<file path="config.mk">
export PLATFORM = sky130hd
export DESIGN_NAME = simmem_wrsp_delay_tracker
export DESIGN_NICKNAME = d
export VERILOG_FILES = /design/src/rtl/simmem_pkg.sv /design/src/rtl/simmem_delay_slot.sv /design/src/rtl/simmem_wrsp_delay_tracker.sv
export SDC_FILE = /design/constraint.sdc
export NUM_CORES = 1
export LEC_CHECK = 0
export ABC_AREA = 1
export CAP_MARGIN = 20
export CORE_ASPECT_RATIO = 0.75
export CORE_MARGIN = 2
export CORE_UTILIZATION = 40
export DETAILED_ROUTE_END_ITERATION = 8
export PLACE_DENSITY_LB_ADDON = 0.25
export REMOVE_ABC_BUFFERS = 1
export SLEW_MARGIN = 10
export SYNTH_ARGS = -nofsm -noshare
export SYNTH_HDL_FRONTEND = slang
export SYNTH_HIERARCHICAL = 1
export SYNTH_SLANG_ARGS = --single-unit
export TNS_END_PERCENT = 1
</file>
<file path="constraint.sdc">
create_clock -name clk_i -period 3.3 [get_ports clk_i]
set_input_delay 0.33 -clock clk_i [delete_from_list [all_inputs] [get_ports clk_i]]
set_output_delay 0.33 -clock clk_i [all_outputs]
set_load 0.01 [all_outputs]
</file>
<file path="src/rtl/simmem_pkg.sv">
// rtl/simmem_pkg.sv - shared sizes and slot state encoding for the simulated memory write-response path
package simmem_pkg;

    localparam int unsigned WRspBankCapa  = 32;
    localparam int unsigned WRspBankAddrW = $clog2(WRspBankCapa);
    localparam int unsigned WRspDelayW    = 6;

    typedef enum logic [1:0] {
        SLOT_FREE,
        SLOT_ARMED,
        SLOT_EXPIRED
    } delay_slot_state_e;

endpackage

</file>
<file path="src/rtl/simmem_delay_slot.sv">
// rtl/simmem_delay_slot.sv - one latency countdown slot: FREE -> ARMED -> EXPIRED -> FREE
module simmem_delay_slot
    import simmem_pkg::*;
#(
    parameter int unsigned DelayW = WRspDelayW
) (
    input  logic              i_clk,
    input  logic              i_rst_n,
    input  logic              i_load,
    input  logic [DelayW-1:0] i_delay,
    input  logic              i_release,
    output delay_slot_state_e o_state,
    output logic              o_expired
);

    delay_slot_state_e r_state;
    logic [DelayW-1:0] r_cnt;

    // i_load is only raised by the parent while the slot is FREE
    always_ff @(posedge i_clk or negedge i_rst_n) begin
        if (!i_rst_n) begin
            r_state <= SLOT_FREE;
            r_cnt   <= '0;
        end else if (i_load) begin
            r_state <= (i_delay != '0) ? SLOT_ARMED : SLOT_EXPIRED;
            r_cnt   <= i_delay;
        end else begin
            case (r_state)
                SLOT_ARMED: begin
                    r_cnt <= r_cnt - DelayW'(1);
                    if (r_cnt == DelayW'(1)) begin
                        r_state <= SLOT_EXPIRED;
                    end
                end
                SLOT_EXPIRED: begin
                    if (i_release) begin
                        r_state <= SLOT_FREE;
                    end
                end
                SLOT_FREE: begin
                    r_state <= SLOT_FREE;
                end
                default: begin
                    r_state <= SLOT_FREE;
                end
            endcase
        end
    end

    assign o_state   = r_state;
    assign o_expired = (r_state == SLOT_EXPIRED);

endmodule

</file>
<file path="src/rtl/simmem_wrsp_delay_tracker.sv">
// rtl/simmem_wrsp_delay_tracker.sv - per-iid delay tracker driving the write-response bank release enables
module simmem_wrsp_delay_tracker
    import simmem_pkg::*;
#(
    parameter  int unsigned NumSlots = WRspBankCapa,
    parameter  int unsigned DelayW   = WRspDelayW,
    localparam int unsigned AddrW    = $clog2(NumSlots)
) (
    input  logic                clk_i,
    input  logic                rst_ni,
    input  logic [AddrW-1:0]    entry_iid_i,
    input  logic [DelayW-1:0]   entry_delay_i,
    input  logic                entry_valid_i,
    output logic                entry_ready_o,
    output logic [NumSlots-1:0] release_en_o,
    input  logic [NumSlots-1:0] released_addr_onehot_i,
    output logic [AddrW:0]      occupancy_o,
    output logic                empty_o,
    output logic                err_o
);

    delay_slot_state_e w_state [NumSlots];
    logic [NumSlots-1:0] w_expired;
    logic [NumSlots-1:0] w_load;
    logic [NumSlots-1:0] w_release;
    logic                w_ready;
    logic                w_accept;
    logic                w_rel_any;
    logic                w_rel_multi;
    logic                w_rel_bad;
    logic                w_rel_ok;
    logic [AddrW:0]      r_occ;
    logic                r_err;

    assign w_ready  = (w_state[entry_iid_i] == SLOT_FREE);
    assign w_accept = entry_valid_i & w_ready;
    assign w_load   = w_accept ? (NumSlots'(1) << entry_iid_i) : '0;

    // A release is honoured only if it is one-hot and names an EXPIRED slot
    assign w_rel_any   = |released_addr_onehot_i;
    assign w_rel_multi = |(released_addr_onehot_i & (released_addr_onehot_i - NumSlots'(1)));
    assign w_rel_bad   = |(released_addr_onehot_i & ~w_expired);
    assign w_rel_ok    = w_rel_any & ~w_rel_multi & ~w_rel_bad;
    assign w_release   = w_rel_ok ? released_addr_onehot_i : '0;

    for (genvar g = 0; g < NumSlots; g++) begin : g_slot
        simmem_delay_slot #(
            .DelayW (DelayW)
        ) u_slot (
            .i_clk     (clk_i),
            .i_rst_n   (rst_ni),
            .i_load    (w_load[g]),
            .i_delay   (entry_delay_i),
            .i_release (w_release[g]),
            .o_state   (w_state[g]),
            .o_expired (w_expired[g])
        );
    end

    always_ff @(posedge clk_i or negedge rst_ni) begin
        if (!rst_ni) begin
            r_occ <= '0;
            r_err <= 1'b0;
        end else begin
            if (w_rel_any && !w_rel_ok) begin
                r_err <= 1'b1;
            end
            case ({w_accept, w_rel_ok})
                2'b10:   r_occ <= r_occ + (AddrW+1)'(1);
                2'b01:   r_occ <= r_occ - (AddrW+1)'(1);
                default: r_occ <= r_occ;
            endcase
        end
    end

    assign entry_ready_o = w_ready;
    assign release_en_o  = w_expired;
    assign occupancy_o   = r_occ;
    assign empty_o       = (r_occ == '0);
    assign err_o         = r_err;

endmodule

</file>
* Yosys cells after proc, flatten, opt, wreduce, memory -nomap -nowiden *
Index checks and enable logic that the tools add are counted.

storage, ports and cells
  logic and storage cells = 546
  output and inout port bits = 41
  register bits = 263
  input port bits = 46

operators by class
  add/sub/neg operators = 35
  reduce and logical (&&, ||, !) cells = 73
  magnitude comparators = 1
  shift-type cells = 1
  equal/unequal tests = 162
  bitwise logic cells = 9
  mux-type cells = 199

operators with widths
  kind                     count
  $mux W6                  64
  $mux W2                  99
  $sub A6 B1 Y6 const B    33
  $eq A6 B1 Y1 const B     32
  $pmux W2 S2              32
  $ne A3 B2 Y1 const B     32
  $ne A3 B3 Y1 const B     32
  $reduce_or A32 Y1        3
  $eq A2 B1 Y1 const B     33
  $eq A2 B2 Y1 const B     33
  $reduce_bool A2 Y1       33
  $and A32 B32 Y32         2
  $mux W32                 2
  $reduce_and A2 Y1        32
  $not A32 Y32             1
  $shl A1 B5 Y32 const A   1
  $sub A32 B1 Y32 const B  1
  $pmux W6 S2              1
  $bmux W2 S5              1
  $add A6 B1 Y6 const B    1
  $ge A6 B6 Y1 const B     1
  $logic_not A6 Y1         1
  $not A5 Y6               1
  $reduce_bool A6 Y1       1
  other kinds (5)          8

* Longest topological paths before layout *
Gate-level depths: netlist of run 1.

  depth in word-level cells = 10
  mapped depth = 26
  depth with buffers taken out = 25

* Hierarchy *
Netlist of run 1, hierarchy kept.

modules (own cells, without submodules)
  module                     cells an instance  seq. area each (um^2)  instances  area each (um^2)
  simmem_delay_slot          74                 200.2                  32         540.5
  simmem_wrsp_delay_tracker  575                175.2                  1          2736.4

* Worst setup path before layout of run 1 *
Ideal clock, no wire load.

  kind = reg-to-reg
  start = reg g_slot[25].u_slot.r_state[0]
  end = reg r_occ[4], in the netlist occupancy_o[4]
  arrival = 2.925 ns
  buffers on the path = 1
  period minus slack after synthesis = 3.007 ns
  cell stages (with the launch flop) = 26
  path slack = 0.293 ns
  cells stage by stage = dfrtp_1 -> inv_1 -> nand2_1 -> inv_1 -> inv_1 -> nand2_1 -> o21ai_0 -> nor2_1 -> nand2_1 -> nor2_1 -> nand2_1 -> nor2_1 -> nand2_1 -> nor2_1 -> nand3_2 -> buf_6 -> inv_2 -> ha_1 -> inv_1 -> fa_1 -> inv_1 -> nand2_1 -> nand2_1 -> a21oi_1 -> or2_2 -> a31oi_1

on the way
  word-level cells in the longest chain between the ends = 8
  elaborated cells between the ends (all ways) = 15

RTL lines
  what                                                      line                             text
  from (decl)                                               simmem_delay_slot.sv:16          delay_slot_state_e r_state;
  from (signal assigned)                                    simmem_delay_slot.sv:25          r_state <= (i_delay != '0) ? SLOT_ARMED : SLOT_EXPIRED;
  $eq A2 B2 Y1 *                                            simmem_delay_slot.sv:51          assign o_expired = (r_state == SLOT_EXPIRED);
  net release_en_o[25]                                      simmem_wrsp_delay_tracker.sv:15  output logic [NumSlots-1:0] release_en_o,
  $not A32 Y32 *                                            simmem_wrsp_delay_tracker.sv:42  assign w_rel_bad = |(released_addr_onehot_i & ~w_expired);
  $and A32 B32 Y32 *                                        simmem_wrsp_delay_tracker.sv:42
  $reduce_or A32 Y1 *                                       simmem_wrsp_delay_tracker.sv:42
  $not A1 Y1 *                                              simmem_wrsp_delay_tracker.sv:43  assign w_rel_ok = w_rel_any & ~w_rel_multi & ~w_rel_bad;
  $and A1 B1 Y1 *                                           simmem_wrsp_delay_tracker.sv:43
  $eq A2 B1 Y1 / $eq A2 B2 Y1 (equally long branches)       simmem_wrsp_delay_tracker.sv:68  case ({w_accept, w_rel_ok})
  $pmux W6 S2 / $reduce_bool A2 Y1 (equally long branches)  -
  to (signal assigned)                                      simmem_wrsp_delay_tracker.sv:69  2'b10: r_occ <= r_occ + (AddrW+1)'(1);
  to (signal assigned)                                      simmem_wrsp_delay_tracker.sv:70  2'b01: r_occ <= r_occ - (AddrW+1)'(1);
  to (signal assigned)                                      simmem_wrsp_delay_tracker.sv:71  default: r_occ <= r_occ;
  to (decl)                                                 simmem_wrsp_delay_tracker.sv:32  logic [AddrW:0] r_occ;

The timed path passes the listed nets; every way through them passes the cells marked *. The select of a mux whose other input is x is not followed.
A chain may end at the register's enable or synchronous reset.

* Final worst setup path of run 1 *
  start = reg g_slot[15].u_slot.r_state[0]
  end = reg r_occ[4], in the netlist occupancy_o[4]

on the way
  word-level cells in the longest chain between the ends = 8
  elaborated cells between the ends (all ways) = 15

RTL lines
  what                                                                 line
  from (decl)                                                          simmem_delay_slot.sv:16
  from (signal assigned)                                               simmem_delay_slot.sv:25
  parallel branches: the longest is 8 deep, another holds $pmux W6 S2  -

Several ways; the timed one is not identified. The select of a mux whose other input is x is not followed.

==> flow_summary.yaml, run 1 <==
outcome:
  run_status: "finished clean"
floorplanning:
  initial_core_util: 0.4077
  die-area_sq_um: 51910
  design.core.area_sq_um: 49130
  die_x_um: 262.4
  fp.dieH_um: 197.8
  num_io_pins: 87
  row_count: 70
route:
  detail_route.vias_per_cell: 5.094
  drcViolationCount: 0
  num_vias: 20128
  detail-route-antenna-nets: 0
  postRouteWirelength_mm: 66.02
  avgRoutedWirePerCell_um: 16.71
  drt_iter0_drc: 1661
  firstDrtPassIters: 6
layout:
  multiInputGateArea_sq_um: 11270
  area_taken_by_flip_flops_and_latches_sq_um: 6581
  n_fill_cell: 4865
  final_design_area_no_fill_sq_um: 24590
  drive_above_1_share: 0.2071
  finalNetCount: 3395
  area_growth_pct: 22.77
global_routing:
  global_route.overflow_total: 0
  grt_max_degree: 85
  grt_pass1_vias: 19558
  grt_util_all_layers: 0.2522
  number_of_antenna_violations_at_the_first_check_in_global_routing: 5
  global_route_wire_length_before_repair_mm: 105.0
place:
  io_buffer_count: 86
  dpl-instance-area_sq_um: 23260
  routabilityCongestion: 0.9292
  hpwl_after_dpl_mm: 48.20
setup_path:
  endpoint_kind: "flop"
  critical_path.max_stage_delay_ps: 400
  rrSetupSlack_ps: 150
  critical_path_buf_inv_count: 5
  setup.worst_path.start_class: "flop"
  worst_path_most_repeated_cell: "sky130_fd_sc_hd__buf_4"
  critical_path_class: "flop to flop"
  worstPathCellList: "buf_4 > buf_4 > nor2_1 > nor2_1 > nor2_1 > nand4_1 > nand3_1 > nand3_1 > nand2_1 > nand2_1 > ha_4 > buf_6 > buf_4 > ha_1 > buf_4 > a21oi_1 > or2_2 > a31oi_1"
  cp_max_fo: 3
  crit_slowest_cell: "sky130_fd_sc_hd__dfrtp_1"
  worst_ep_arrival_time_ps: 3650
  crit_required_ps: 3800
  timing.rr.start: "g_slot[15].u_slot/o_state[0]"
  worstRegToRegCells: 18
  r2r-end: "occupancy_o[4]"
  cell_family_contributing_the_most_delay_on_the_critical_path: "simple AND/OR/NAND/NOR gates"
yosys:
  synth_warnings: 6
  syn-cell-area_sq_um: 20030
  synthXorXnorAreaFrac: 0.02929
  synth_largest_type_area_fraction: 0.3285
  synth_top_family_by_area: "simple AND/OR/NAND/NOR gates"
  synth_compound_gate_area_share: 0.07326
  mean_post_synth_cell_area_sq_um: 6.807
  yosys_most_used_dff: "sky130_fd_sc_hd__dfrtp_1"
  synth_adder_area_share: 0.04409
  yosysSeqAreaShare: 0.3285
  synth.ff_latch_count: 263
  ys_types: 38
  async_reset_ff_frac: 1.000
  post-synth-top-area-cell: "sky130_fd_sc_hd__dfrtp_1"
  synth.area.mux_share: 0
  number_of_enable_flip_flop_cells_after_synthesis: 0
  synth_top_cells_by_area: "sky130_fd_sc_hd__dfrtp_1 (33%), sky130_fd_sc_hd__nand2_1 (15%), sky130_fd_sc_hd__nand3_1 (7.9%)"
  synth-simple-area-share: 0.4094
  postSynthCellCount: 2943
cts:
  clk_transition_reported_paths_ps: 60
  tritoncts.num_buffers: 30
  cts.sink_count: 263
  worstSkewPairLatency_ps: 590
  clk_root_buffer_cell: "sky130_fd_sc_hd__clkbuf_16"
  cts.htree.levels: 1
  max-clock-path-buffers: 3
  tritoncts: "yes"
sta:
  finalCriticalPeriod_ps: 3150
  finClkSkew_ps: 18.45
  final_hold_viol_count: 0
  max-slew-margin-rel: 0.5170
  finalMaxSlewViolations: 0
  setup_viol: 0
  final_sum_of_negative_setup_slack_ps: 0
  min_period_over_period: 0.9546
  fmaxAchievable_ghz: 0.3174
  worstMarginPinSlew_ps: 724.5
power_and_ir_drop:
  post-layout-total-power_mw: 14.14
  power.static_leakage_nw: 12.30
  ir_drop_uv: 376.4
  power_density_nw_per_um2: 574.8
hold_path:
  worst_hold_startpoint: "entry_delay_i[1]"
  hold_end: "g_slot[23].u_slot/r_cnt[1]"
  worstHoldPathType: "primary input to flop"
  hold_path_depth: 3
job:
  max-cap-violations: 0
per-layer routing:
layer	part of all wire	vias up	global-route usage	routed length, um
li1	-	9893	-	-
met1	0.48	9549	0.3571	31610
met2	0.44	572	0.4066	28880
met3	0.058	110	0.03258	3838
met4	0.025	4	0.06705	1673
met5	0.00024	-	0	16
flip-flops by register name (all words and copies together), names as in the netlist:
name	cells
err_o	1
g_slot.u_slot/r_cnt	192
occupancy_o	6
g_slot.u_slot/o_state	64
where the power goes:
part	internal [mW]	total, mW	switching [mW]
combinational	2.47	5.80	3.34
clock	2.17	3.63	1.46
sequential	4.03	4.71	0.672
total	8.67	14.1	5.47
repair_timing:
| action | CTS | global route |
|---|---|---|
| endpoints found under the hold margin | 80 | 0 |
| hold buffers | 1 | 0 |
| pin swaps | 0 | 10 |
| setup buffers | 0 | 16 |
| gates resized for setup | 1 | 70 |
| endpoints found under the setup margin | 1 | 2 |
synth_stat cells, types with 4 or more instances:
cell                       count
sky130_fd_sc_hd__nand2_2      68
sky130_fd_sc_hd__inv_2        34
sky130_fd_sc_hd__buf_6        35
sky130_fd_sc_hd__dfrtp_1     263
sky130_fd_sc_hd__o211ai_1     65
sky130_fd_sc_hd__clkbuf_1      4
sky130_fd_sc_hd__inv_4        32
sky130_fd_sc_hd__nand4_1      45
sky130_fd_sc_hd__inv_1       414
sky130_fd_sc_hd__nor2_1      363
sky130_fd_sc_hd__o21ai_1      40
sky130_fd_sc_hd__nor3_1       12
sky130_fd_sc_hd__a21oi_1      36
sky130_fd_sc_hd__ha_1         69
sky130_fd_sc_hd__or2_1        32
sky130_fd_sc_hd__and2_1       36
sky130_fd_sc_hd__nor2_4       35
sky130_fd_sc_hd__xor2_1       65
sky130_fd_sc_hd__nand3_1     318
sky130_fd_sc_hd__nand2_1     798
sky130_fd_sc_hd__o21ai_0      33
sky130_fd_sc_hd__o211ai_2     32
sky130_fd_sc_hd__nor2_2       96
worst max-delay path by stage:
stage	startpoint	slack [ps]	cells after the start	endpoint
after detailed placement	released_addr_onehot_i[13]	-400	21	occupancy_o[5]
after floorplan	g_slot[25].u_slot/o_state[0]	-120	24	occupancy_o[4]
final	g_slot[15].u_slot/o_state[0]	150	18	occupancy_o[4]
after global placement	released_addr_onehot_i[13]	-420	21	occupancy_o[5]
after CTS	g_slot[14].u_slot/o_state[0]	50	26	occupancy_o[5]
after global routing	g_slot[31].u_slot/o_state[0]	-30	24	occupancy_o[4]
tightest hold or removal path: stages:
cell	delay [ps]
sky130_fd_sc_hd__buf_2	260
sky130_fd_sc_hd__nand2_1	150
sky130_fd_sc_hd__o211ai_2	80
layout by cell type, fill, tap and decap left out, types with 3 or more instances in the layout:
master / Yosys / final
sky130_fd_sc_hd__clkbuf_8: 0 / 10
sky130_fd_sc_hd__buf_2: 2 / 6
sky130_fd_sc_hd__o211ai_1: 65 / 65
sky130_fd_sc_hd__buf_4: 1 / 243
sky130_fd_sc_hd__clkinv_2: 0 / 4
sky130_fd_sc_hd__a21oi_1: 36 / 34
sky130_fd_sc_hd__clkbuf_16: 0 / 31
sky130_fd_sc_hd__xor2_1: 65 / 65
sky130_fd_sc_hd__clkdlybuf4s50_1: 0 / 79
sky130_fd_sc_hd__nand3_1: 318 / 317
sky130_fd_sc_hd__nand2_2: 68 / 98
sky130_fd_sc_hd__buf_12: 0 / 15
sky130_fd_sc_hd__inv_2: 34 / 60
sky130_fd_sc_hd__o211ai_2: 32 / 32
sky130_fd_sc_hd__nor2_1: 363 / 360
sky130_fd_sc_hd__and2_1: 36 / 36
sky130_fd_sc_hd__nor2_4: 35 / 35
sky130_fd_sc_hd__inv_1: 414 / 388
sky130_fd_sc_hd__nor3_1: 12 / 12
sky130_fd_sc_hd__ha_1: 69 / 67
sky130_fd_sc_hd__inv_4: 32 / 32
sky130_fd_sc_hd__o21ai_1: 40 / 40
sky130_fd_sc_hd__bufinv_16: 0 / 3
sky130_fd_sc_hd__nand2_1: 798 / 768
sky130_fd_sc_hd__o21ai_0: 33 / 31
sky130_fd_sc_hd__or2_1: 32 / 32
sky130_fd_sc_hd__nor2_2: 96 / 99
sky130_fd_sc_hd__dfrtp_1: 263 / 263
sky130_fd_sc_hd__nand4_1: 45 / 45
sky130_fd_sc_hd__clkbuf_1: 4 / 5
cell families (layout without fill, tap and decap cells):
group | after synthesis | count (layout)
simple gates | 1809 | 1809
buf+inv | 523 | 882
flops | 263 | 263
compound gates | 211 | 211
fa+ha+maj | 70 | 70
xor+xnor | 67 | 67
other cells | 0 | 1
through the flow:
step | util | instances | hold slack (ps) | worst slack [ps]
floorplan | - | 2901 | 34.41 | -124.5
global placement | 0.4735 | 3878 | 396.8 | -416.8
detailed placement | 0.4735 | 3878 | 393.5 | -402.8
CTS | 0.4952 | 3934 | 230.3 | 50.07
global route | 0.5006 | 3951 | 271.4 | -27.34
finish | 0.5006 | 3951 | 267.3 | 149.7
layout make-up:
| cell class | instances | share of cell area |
|---|---|---|
| Antenna cell | 1 | 0.0001017 |
| Clock buffer | 46 | 0.03790 |
| Clock inverter | 9 | 0.005138 |
| Inverter | 481 | 0.07666 |
| Multi-Input combinational cell | 2157 | 0.4584 |
| Sequential cell | 263 | 0.2676 |
| Tap cell | 648 | 0.03297 |
| Timing Repair Buffer | 346 | 0.1212 |
Note: power is estimated with default switching activity, not from simulation.
==> inputs of run 2 (changes only) <==
Settings changed: SLEW_MARGIN 10 to unset.
==> results of run 2 <==
No change in the layout: final DEF, timing and power equal those of run 1.
==> variant 1: new RTL, flow settings as in run 2 <==
Change the package constant `WRspDelayW` from 6 to 7.
--- a/src/rtl/simmem_pkg.sv
+++ b/src/rtl/simmem_pkg.sv
@@ -5,3 +5,3 @@
     localparam int unsigned WRspBankAddrW = $clog2(WRspBankCapa);
-    localparam int unsigned WRspDelayW    = 6;
+    localparam int unsigned WRspDelayW    = 7;
 
Ports: changed (resized entry_delay_i); port bits go from 87 to 88. No check against the original RTL was run, so the function may have changed too.
==> variant 1 against run 2 <==
  * Sequential cell count up 32
  * Routed wire length up 8.9%
  * Combinational power up 44%
  * Core utilization up 0.13 points
  * Synthesized cell count up 21%
  * Power up 27%
  * Final area up 14%
  * Synthesized area up 13%
  * Setup slack about the same
==> variant 1: results (changes against run 2) <==
outcome=completed; Data buffer area share=11.8% (-0.29 points); maximum vdd drop=0.000379 V (+0.79%); Static Leakage=15.3 nW (+25%); Adder-Cell Fraction of Synth Area=3.90% (-0.51 points); Seq pwr share=30.9% (-2.4 points); GP Congestion=0.992 (+6.8%); met3 Track Usage GR=4.49% (+1.2 points); GRT Total Usage=24.6% (-0.61 points); Hold Path Sink=g_slot[0].u_slot/r_cnt[0]; Post-Synth XOR/XNOR Area=2.59% (-0.34 points); diodes inserted=3 (+2); post-synthesis compound-gate area fraction=11.1% (+3.8 points); synthesized area per cell=6.38 um^2 (-6.2%); Filler cells=5633 (+16%); antenna violations before repair=8 (+3); Max-slew headroom=34.5% (-17 points); CTS resizes=2 (+1); share of cells above drive strength 1=14.4% (-6.3 points); Skew-Pair Late Insertion Delay=0.56 ns (-0.03 ns); H-tree depth=2 (+1); Layout Nets=4101 (+21%); Iteration-0 DRC Markers=1819 (+9.5%); largest net degree at the start of global routing=75 (-12%); multi-input combinational area share=42.0% (-3.8 points)
==> variant 1: worst max-delay path: stages (launching register included) <==
cell and delay, ns:
dfrtp_1 0.37, buf_4 0.15, o21ai_0 0.40, nand4_1 0.23
nand3_1 0.13, nand3_1 0.11, nand2_2 0.12, buf_4 0.14
clkdlybuf4s50_1 0.61
==> variant 1: per-stage QoR <==
step	std cells	setup TNS (ns)	setup slack [ns]	utilization [%]	hold WS, ns
floorplan	3543	-0.214	-0.139	-	0.0344
global placement	4662	-1.18	-0.432	47.7	0.339
detailed placement	4662	-2.89	-0.434	47.7	0.343
CTS	4726	0	0.0111	49.8	0.211
global route	4740	-0.0684	-0.0420	50.2	0.217
finish	4743	0	0.149	50.2	0.225
==> variant 1: layer usage <==
metal | routed length [um] | vias up
li1 | - | 11755
met4 | 1640 | 8
met2 | 29500 | 599
met3 | 4920 | 95
met5 | 41 | -
met1 | 35800 | 10373
==> variant 2: new RTL, settings of run 2 <==
Without the edit above. Reset style: synchronous (`i_rst_n` and `rst_ni`), changed in 2 clocked blocks.
--- a/src/rtl/simmem_delay_slot.sv
+++ b/src/rtl/simmem_delay_slot.sv
@@ -19,3 +19,3 @@
     // i_load is only raised by the parent while the slot is FREE
-    always_ff @(posedge i_clk or negedge i_rst_n) begin
+    always_ff @(posedge i_clk) begin
         if (!i_rst_n) begin
--- a/src/rtl/simmem_wrsp_delay_tracker.sv
+++ b/src/rtl/simmem_wrsp_delay_tracker.sv
@@ -59,3 +59,3 @@
 
-    always_ff @(posedge clk_i or negedge rst_ni) begin
+    always_ff @(posedge clk_i) begin
         if (!rst_ni) begin
Check against the original RTL: not equivalent (Yosys sat finds a counterexample within 4 cycles, from zero or initial values and one cycle with rst_ni low; the reset may be asserted at any time).
==> variant 2 against run 2 <==
  * Global-route usage is 1.7 points lower
  * Setup slack lost 0.036 ns
  * Final area decreased by 1.0%
  * First-iteration DRC count shrank 4.3%
  * Synthesized area grew 0.53%
  * Die area increased by 0.52%
  * Routed wire length shrank 5.7%
  * Sequential cell count did not move
  * Count of clock-buffer cells in the layout decreased by 7
  * Non-clock buffer count shrank 48
Power is not compared: it rests on default switching activity, and its combinational part moved more than twofold at a synthesized area within 25%.
==> variant 2: results (changes against run 2) <==
WHS=0.128 ns (-0.139 ns); diodes inserted=7 (+6); worst r2r path cells=16 (-2); via count=20455 (+1.6%); Reg area=5270 um^2 (-20%); GRT Total Usage=23.5% (-1.7 points); Filler cells=5102 (+4.9%); post-detail-place hpwl=44.4 mm (-7.9%); CTS resizes=5 (+4); Logic inverters=492 (+2.3%); DRT met1 WL=31.1 mm (-1.5%); multi-input gates=2355 (+9.2%); FF+latch count=263 (unchanged); asr flop ratio synth=0% (-100 points); Synth top cells by count=nand2_1 (913), inv_1 (390), nor2_1 (363), dfxtp_1 (263), nand3_1 (179); register area share after synthesis=26.1% (-6.7 points); outcome=completed; DR WL met3=4.06 mm (+5.7%); Max Used Layer=met4; Post-Synth XOR/XNOR Area=1.52% (-1.4 points); first-pass iteration count of the detailed router=8 (+2); Arr. time, crit path=3.66 ns (about the same); RR Startpoint=g_slot[14].u_slot/o_state[0]; GRT met1 Usage=35.4% (-0.33 points); Num CTS Buffers=31 (+3.3%)
-- variant 2: changes by cell type in the layout (fill, tap and decap cells not counted), moves of 35 or more --
cell	before	now
a21oi_1	34	168
a31oi_1	1	64
dfxtp_1	0	263
nand2_2	98	7
nand2_1	768	912
nand3_1	317	179
and2_1	36	1
buf_4	243	198
dfrtp_1	263	0
o211ai_1	65	4
nand2_4	1	64
nand4_1	45	104
-- variant 2: through the flow --
| stage | instance area (um^2) | worst slack [ns] | setup TNS (ns) |
|---|---|---|---|
| after floorplan | 19700 | -0.0619 | -0.0619 |
| after global placement | 23200 | -0.618 | -64.09 |
| after detailed placement | 23200 | -0.656 | -68.68 |
| after CTS | 24300 | 0.0544 | 0 |
| after global routing | 24300 | -0.0926 | -0.0926 |
| final | 24300 | 0.114 | 0 |
-- variant 2: power groups by stage --
| stage | Combinational [mW] | Clock (mW) | Sequential (mW) |
|---|---|---|---|
| 2_1_floorplan | 0.566 | 0 | 3.36 |
| 3_3_place_gp | 1.12 | 0 | 3.36 |
| 3_5_place_dp | 1.12 | 0 | 3.36 |
| 4_1_cts | 1.13 | 3.69 | 3.29 |
| 5_1_grt | 1.25 | 3.82 | 3.30 |
| 6_report | 1.14 | 3.60 | 3.29 |
-- variant 2: worst max path at each step --
stage | start | to | slack (ns) | cells after the start
3_3_place_gp | entry_iid_i[0] | g_slot[18].u_slot/o_state[1] | -0.62 | 17
6_report | entry_iid_i[0] | g_slot[9].u_slot/r_cnt[3] | 0.11 | 18
5_1_grt | g_slot[19].u_slot/o_state[0] | occupancy_o[5] | -0.09 | 27
3_5_place_dp | entry_iid_i[0] | occupancy_o[5] | -0.66 | 20
2_1_floorplan | released_addr_onehot_i[0] | occupancy_o[5] | -0.06 | 21
4_1_cts | entry_iid_i[0] | occupancy_o[5] | 0.05 | 20
